`config.mk`:
```
export PLATFORM = sky130hd
export DESIGN_NAME = fp32_mult_seq
export DESIGN_NICKNAME = d
export VERILOG_FILES = /design/src/rtl/fp32_pkg.sv /design/src/rtl/fp32_classify.sv /design/src/rtl/fp32_mult_seq.sv
export SDC_FILE = /design/constraint.sdc
export NUM_CORES = 1
export LEC_CHECK = 0
export BUFFER_PORTS_ARGS = -buffer_cell sky130_fd_sc_hd__clkbuf_2
export CAP_MARGIN = 15
export CORE_ASPECT_RATIO = 0.9
export CORE_MARGIN = 2
export CORE_UTILIZATION = 50
export CTS_CLUSTER_DIAMETER = 30
export CTS_CLUSTER_SIZE = 24
export DETAILED_ROUTE_END_ITERATION = 7
export PLACE_DENSITY = 0.76
export SYNTH_ARGS = -nofsm -noshare
export SYNTH_HDL_FRONTEND = slang
export SYNTH_SLANG_ARGS = --single-unit
export TNS_END_PERCENT = 50
```
`constraint.sdc`:
```
create_clock -name clk -period 3.95 [get_ports clk]
set_input_delay 0.79 -clock clk [delete_from_list [all_inputs] [get_ports clk]]
set_output_delay 0.79 -clock clk [all_outputs]
set_load 0.02 [all_outputs]
```
`src/rtl/fp32_pkg.sv`:
```
// Shared fp32 definitions for the sequential arithmetic units.
package fp32_pkg;

  localparam int          BIAS    = 127;
  localparam int          EXP_W   = 8;
  localparam int          MAN_W   = 23;
  localparam logic [31:0] QNAN    = 32'h7FC00000;
  localparam logic [31:0] POS_INF = 32'h7F800000;

  typedef enum logic [2:0] {
    S_IDLE,
    S_UNPACK,
    S_MUL,
    S_NORM,
    S_ROUND,
    S_DONE
  } state_t;

  typedef struct packed {
    logic             sign;
    logic [EXP_W-1:0] exp;
    logic [MAN_W-1:0] man;
  } fp32_t;

endpackage

```
`src/rtl/fp32_classify.sv`:
```
// Combinational fp32 operand classifier: unpacked fields plus class flags.
// Subnormals are reported as zero.
module fp32_classify
  import fp32_pkg::*;
(
  input  logic [31:0] word,
  output fp32_t       fields,
  output logic        is_zero,
  output logic        is_inf,
  output logic        is_nan,
  output logic        is_normal
);

  // Split the word and classify by exponent / mantissa pattern
  always_comb begin
    fields    = word;
    is_zero   = (fields.exp == '0);
    is_inf    = (fields.exp == '1) && (fields.man == '0);
    is_nan    = (fields.exp == '1) && (fields.man != '0);
    is_normal = !is_zero && (fields.exp != '1);
  end

endmodule

```
`src/rtl/fp32_mult_seq.sv`:
```
// Iterative fp32 multiplier answering an enable/done handshake.
// Radix-2 shift-add mantissa product, round-to-nearest-even, flush-to-zero.
module fp32_mult_seq
  import fp32_pkg::*;
(
  input  logic        clk,
  input  logic        reset_n,
  input  logic        enable,
  input  logic [31:0] dataa,
  input  logic [31:0] datab,
  output logic [31:0] result,
  output logic        done
);

  state_t state, state_nxt;

  logic [31:0]       a_q, b_q;
  fp32_t             fa, fb;
  logic              a_zero, a_inf, a_nan, a_norm;
  logic              b_zero, b_inf, b_nan, b_norm;

  logic              sign_q;
  logic signed [9:0] exp_q;
  logic [47:0]       mcand_q;
  logic [47:0]       prod_q;
  logic [23:0]       mplier_q;
  logic [4:0]        cnt_q;
  logic [23:0]       mant_q;
  logic              g_q, r_q, s_q;

  logic              sign_ab;
  logic              special;
  logic [31:0]       special_res;
  logic signed [9:0] exp_sum;

  logic              rnd_up;
  logic [24:0]       mant_sum;
  logic [22:0]       mant_fin;
  logic signed [9:0] exp_fin;
  logic [31:0]       round_res;

  fp32_classify u_cls_a (
    .word      (a_q),
    .fields    (fa),
    .is_zero   (a_zero),
    .is_inf    (a_inf),
    .is_nan    (a_nan),
    .is_normal (a_norm)
  );

  fp32_classify u_cls_b (
    .word      (b_q),
    .fields    (fb),
    .is_zero   (b_zero),
    .is_inf    (b_inf),
    .is_nan    (b_nan),
    .is_normal (b_norm)
  );

  // Special-case result and biased exponent sum from the captured operands
  always_comb begin
    sign_ab = fa.sign ^ fb.sign;
    special = !(a_norm && b_norm);
    exp_sum = $signed({2'b00, fa.exp}) + $signed({2'b00, fb.exp}) - 10'(BIAS);
    if (a_nan || b_nan || (a_inf && b_zero) || (b_inf && a_zero))
      special_res = QNAN;
    else if (a_inf || b_inf)
      special_res = POS_INF | {sign_ab, 31'b0};
    else
      special_res = {sign_ab, 31'b0};
  end

  // Round to nearest even, then range-check the final exponent
  always_comb begin
    rnd_up   = g_q && (r_q || s_q || mant_q[0]);
    mant_sum = {1'b0, mant_q} + {24'b0, rnd_up};
    if (mant_sum[24]) begin
      mant_fin = mant_sum[23:1];
      exp_fin  = exp_q + 10'sd1;
    end else begin
      mant_fin = mant_sum[22:0];
      exp_fin  = exp_q;
    end
    if (exp_fin >= 10'sd255)
      round_res = POS_INF | {sign_q, 31'b0};
    else if (exp_fin <= 10'sd0)
      round_res = {sign_q, 31'b0};
    else
      round_res = {sign_q, exp_fin[7:0], mant_fin};
  end

  // State register
  always_ff @(posedge clk or negedge reset_n) begin
    if (!reset_n) state <= S_IDLE;
    else          state <= state_nxt;
  end

  // Next-state logic; dropping enable before DONE abandons the operation
  always_comb begin
    state_nxt = state;
    case (state)
      S_IDLE:   if (enable) state_nxt = S_UNPACK;
      S_UNPACK: if (!enable)     state_nxt = S_IDLE;
                else if (special) state_nxt = S_DONE;
                else             state_nxt = S_MUL;
      S_MUL:    if (!enable)               state_nxt = S_IDLE;
                else if (cnt_q == 5'd23)   state_nxt = S_NORM;
      S_NORM:   if (!enable) state_nxt = S_IDLE;
                else         state_nxt = S_ROUND;
      S_ROUND:  if (!enable) state_nxt = S_IDLE;
                else         state_nxt = S_DONE;
      S_DONE:   if (!enable) state_nxt = S_IDLE;
      default:  state_nxt = S_IDLE;
    endcase
  end

  // Datapath: capture, shift-add multiply, normalize, round
  always_ff @(posedge clk or negedge reset_n) begin
    if (!reset_n) begin
      a_q      <= '0;
      b_q      <= '0;
      sign_q   <= 1'b0;
      exp_q    <= '0;
      mcand_q  <= '0;
      prod_q   <= '0;
      mplier_q <= '0;
      cnt_q    <= '0;
      mant_q   <= '0;
      g_q      <= 1'b0;
      r_q      <= 1'b0;
      s_q      <= 1'b0;
      result   <= '0;
    end else begin
      case (state)
        S_IDLE: begin
          if (enable) begin
            a_q <= dataa;
            b_q <= datab;
          end
        end
        S_UNPACK: begin
          sign_q   <= sign_ab;
          exp_q    <= exp_sum;
          mcand_q  <= {24'b0, 1'b1, fa.man};
          mplier_q <= {1'b1, fb.man};
          prod_q   <= '0;
          cnt_q    <= '0;
          if (enable && special) result <= special_res;
        end
        S_MUL: begin
          if (mplier_q[0]) prod_q <= prod_q + mcand_q;
          mcand_q  <= mcand_q << 1;
          mplier_q <= mplier_q >> 1;
          cnt_q    <= cnt_q + 5'd1;
        end
        S_NORM: begin
          // Product lies in [1,4); a set top bit means one extra exponent step
          if (prod_q[47]) begin
            mant_q <= prod_q[47:24];
            g_q    <= prod_q[23];
            r_q    <= prod_q[22];
            s_q    <= |prod_q[21:0];
            exp_q  <= exp_q + 10'sd1;
          end else begin
            mant_q <= prod_q[46:23];
            g_q    <= prod_q[22];
            r_q    <= prod_q[21];
            s_q    <= |prod_q[20:0];
          end
        end
        S_ROUND: begin
          if (enable) result <= round_res;
        end
        default: ;
      endcase
    end
  end

  assign done = (state == S_DONE);

endmodule

```
==> impl_metrics.csv <==
group,metric,value,unit
clock_network,clk_pin_slew_worst_paths,0.05,ns
sta,rsz0062_at_grt,"false",
synth,ys.flop_type,"dfrtp_1",
synth,synth_area_leaders,"dfrtp_1 (45%), nand2_1 (6.0%), ha_1 (5.6%)",
sta,finalCritPeriodShare,84.1,%
synth,yosysWarnings,0,
routing,drc,0,
synth,synth_area,14500,um2
synth,synth_most_common_cell,"dfrtp_1",
floorplanning,coreArea,28700,um2
worst_setup_path,cp-start-kind,"register",
finish,fill_cells,2387,
synth,synthArstFlopShare,100,%
routing,dr.pass1.iters,5,
synth,synthCells,1522,
clock_network,cts_max_level,2,
routing,routed_wirelength,35.6,mm
clock_network,ctsHoldBuffers,0,
finish,antenna_cells,0,
worst_setup_path,reg2reg_slack,0.63,ns
finish,area.growth.synth_to_final,18.1,%
floorplanning,chipWidth,184,um
clock_network,clock_latency,0.58,ns
power,clkPwrFrac,36.6,%
synth,synth_area_per_cell,9.53,um2
synth,synth_edf_count,0,
floorplanning,ios,100,
floorplanning,die_h,166,um
routing,post_drt_wl_per_cell,17.7,um
power,p_leak,7.77,nW
floorplanning,initial_core_util,50.5,%
sta,period_needed,3.32,ns
power,switching_share,36.1,%
global_routing,grt_max_degree,95,
sta,fmax,0.301,GHz
global_routing,grt_pass1_wl,60.0,mm
outcome,status,"finished clean",
clock_network,post_cts_buffers,0,
sta,tns,0,ns
floorplanning,die_area,30400,um2
floorplanning,rows,59,
routing,routed_via_density,5.85,
synth,syn_nets,1656,
finish,drive_gt1_share,18.3,%
power,p_seq_share,33.8,%
sta,slew_viol_final,0,
global_routing,track_usage,24.2,%
synth,synth_top_area_share,45.2,%
finish,final_core_util,59.7,%
synth,yosysSeqAreaShare,45.2,%
sta,worstMarginPinSlew,0.852,ns
sta,slew_headroom,43.2,%
worst_setup_path,critPathMaxFanout,11,
sta,timing_hold_violations_final,0,
global_routing,grt_pass1_vias,11900,
power,p_sw,0.00453,W
power,power-per-cell-area,732,nW/um2
routing,num_vias,11700,
sta,finalSetupViolCount,0,
power,combPwrFrac,29.6,%
clock_network,cts_tree,"done",
place,dpl.hpwl,24.2,mm
worst_setup_path,crit_path_end_kind,"register",
synth,yosysTopAreaCell,"dfrtp_1",
synth,synth_cell_types,61,
clock_network,cts-buffers-inserted,54,
worst_setup_path,required,4.40,ns
power,intPower,0.00801,W
routing,ant_nets,0,
worst_setup_path,critical_path_class,"reg -> reg",
routing,drt_iter0_markers,839,
synth,yosys-top-cells-count,"dfrtp_1 (262), nand2_1 (230), o21ai_0 (120)",
sta,fin_worst_skew,0.0161,ns
clock_network,cts_sinks,262,
global_routing,antenna_found_initial,0,
worst_setup_path,arrival,3.77,ns
clock_network,cts_root_buffer,"clkbuf_16",
power,vdd_ir_drop_max,0.494,mV
synth,synth.ff_latch_count,262,
clock_network,clock_path_buffers,3,
finish,final_nets,1730,
global_routing,grt_overflow_total,0,
place,globalplace.congestion,0.896,
place,io_buffers,99,
run,max_cap_viol_count,0,
worst_hold_path,min_path_type,"in -> async",
clock_network,cts-resized-gates,0,
worst paths after layout:
kind	start	endpoint	cells after the start
setup / recovery	mant_q[0]	result[22]	11
hold / removal	reset_n	a_q[25]	1
setup reg to reg	mant_q[0]	result[22]	11
hold reg to reg	mplier_q[22]	mplier_q[22]	2
max in group asynchronous	reset_n	mant_q[13]	2
min in group clk	datab[30]	b_q[30]	3
per-layer routing:
metal  vias to the layer above  share of wire [%]  global-route usage [%]  routed length [um]
met3                        65                5.2                    4.04                1850
met5                         -                  0                       0                   0
met2                       304                 46                    39.5               16400
li1                       5663                  -                       -                   -
met4                         0                2.0                    6.76                 715
met1                      5715                 47                    33.5               16700
power groups by stage:
stage	clock [W]	sequential [W]	combinational, W
final	0.00460	0.00424	0.00371
after global routing	0.00481	0.00435	0.00417
after CTS	0.00467	0.00423	0.00370
after detailed placement	0	0.00425	0.00365
after global placement	0	0.00423	0.00357
after floorplan	0	0.00397	0.00290
kinds of logic after synthesis:
kind of cell    after synthesis  synth area share [%]
mux                          88                  6.59
buf+inv                     120                  3.36
compound gates              401                  17.7
flops                       262                  45.2
fa+ha+maj                    67                  5.88
simple gates                503                  16.4
xor+xnor                     81                  4.89
cell type report:
class                           instances  area, um2  share of cell area [%]
Clock buffer                           63       1440                    8.38
Clock inverter                         39        453                    2.64
Inverter                               23       86.3                   0.504
Multi-Input combinational cell       1140       7490                    43.7
Sequential cell                       262       6560                    38.3
Tap cell                              366        458                    2.67
Timing Repair Buffer                  115        658                    3.84
worst max-delay path: stages, from the launching register on:
cell       delay [ns]
dfrtp_1          0.39
and2_1           0.15
ha_1             0.24
and4_1           0.21
and2_1           0.26
nand4_1          0.45
nor3_1           0.33
a31oi_1          0.10
a2111oi_4        0.44
nor3_1           0.14
clkbuf_4         0.21
a221o_1          0.30
through the flow:
stage	area (um2)	power (W)	hold WS [ns]	cells	worst slack, ns
4_1_cts	17100	0.0126	0.263	2006	0.231
2_1_floorplan	14500	0.00687	0.447	1522	1.22
3_5_place_dp	15200	0.00790	0.463	1904	0.265
5_1_grt	17100	0.0133	0.291	2008	0.366
3_3_place_gp	15200	0.00780	0.459	1904	0.345
6_report	17100	0.0125	0.220	2008	0.629
registers in the layout (all words and copies together) (netlist names), 3 cells and up:
signal and count:
a_q 32, b_q 32, cnt_q 5, exp_q 10, mant_q 24, mcand_q 48, mplier_q 24, prod_q 48
result 32, state 3
placed cells by master (no fill, tap or decap), types with 19 or more instances in the layout:
cell type and instances:
and3_1 19, o21ai_0 120, mux2_2 60, inv_1 23, clkbuf_2 98, nand4_1 32
nor2_1 63, nand2_1 229, clkbuf_16 54, xnor2_1 49, a21o_1 20, a21oi_1 77
mux2i_1 28, a22oi_1 45, nand3_1 66, dfrtp_1 262, xor2_1 32, a22o_1 39
ha_1 65, nor4_1 21
Power figures use the tool's default switching activity.
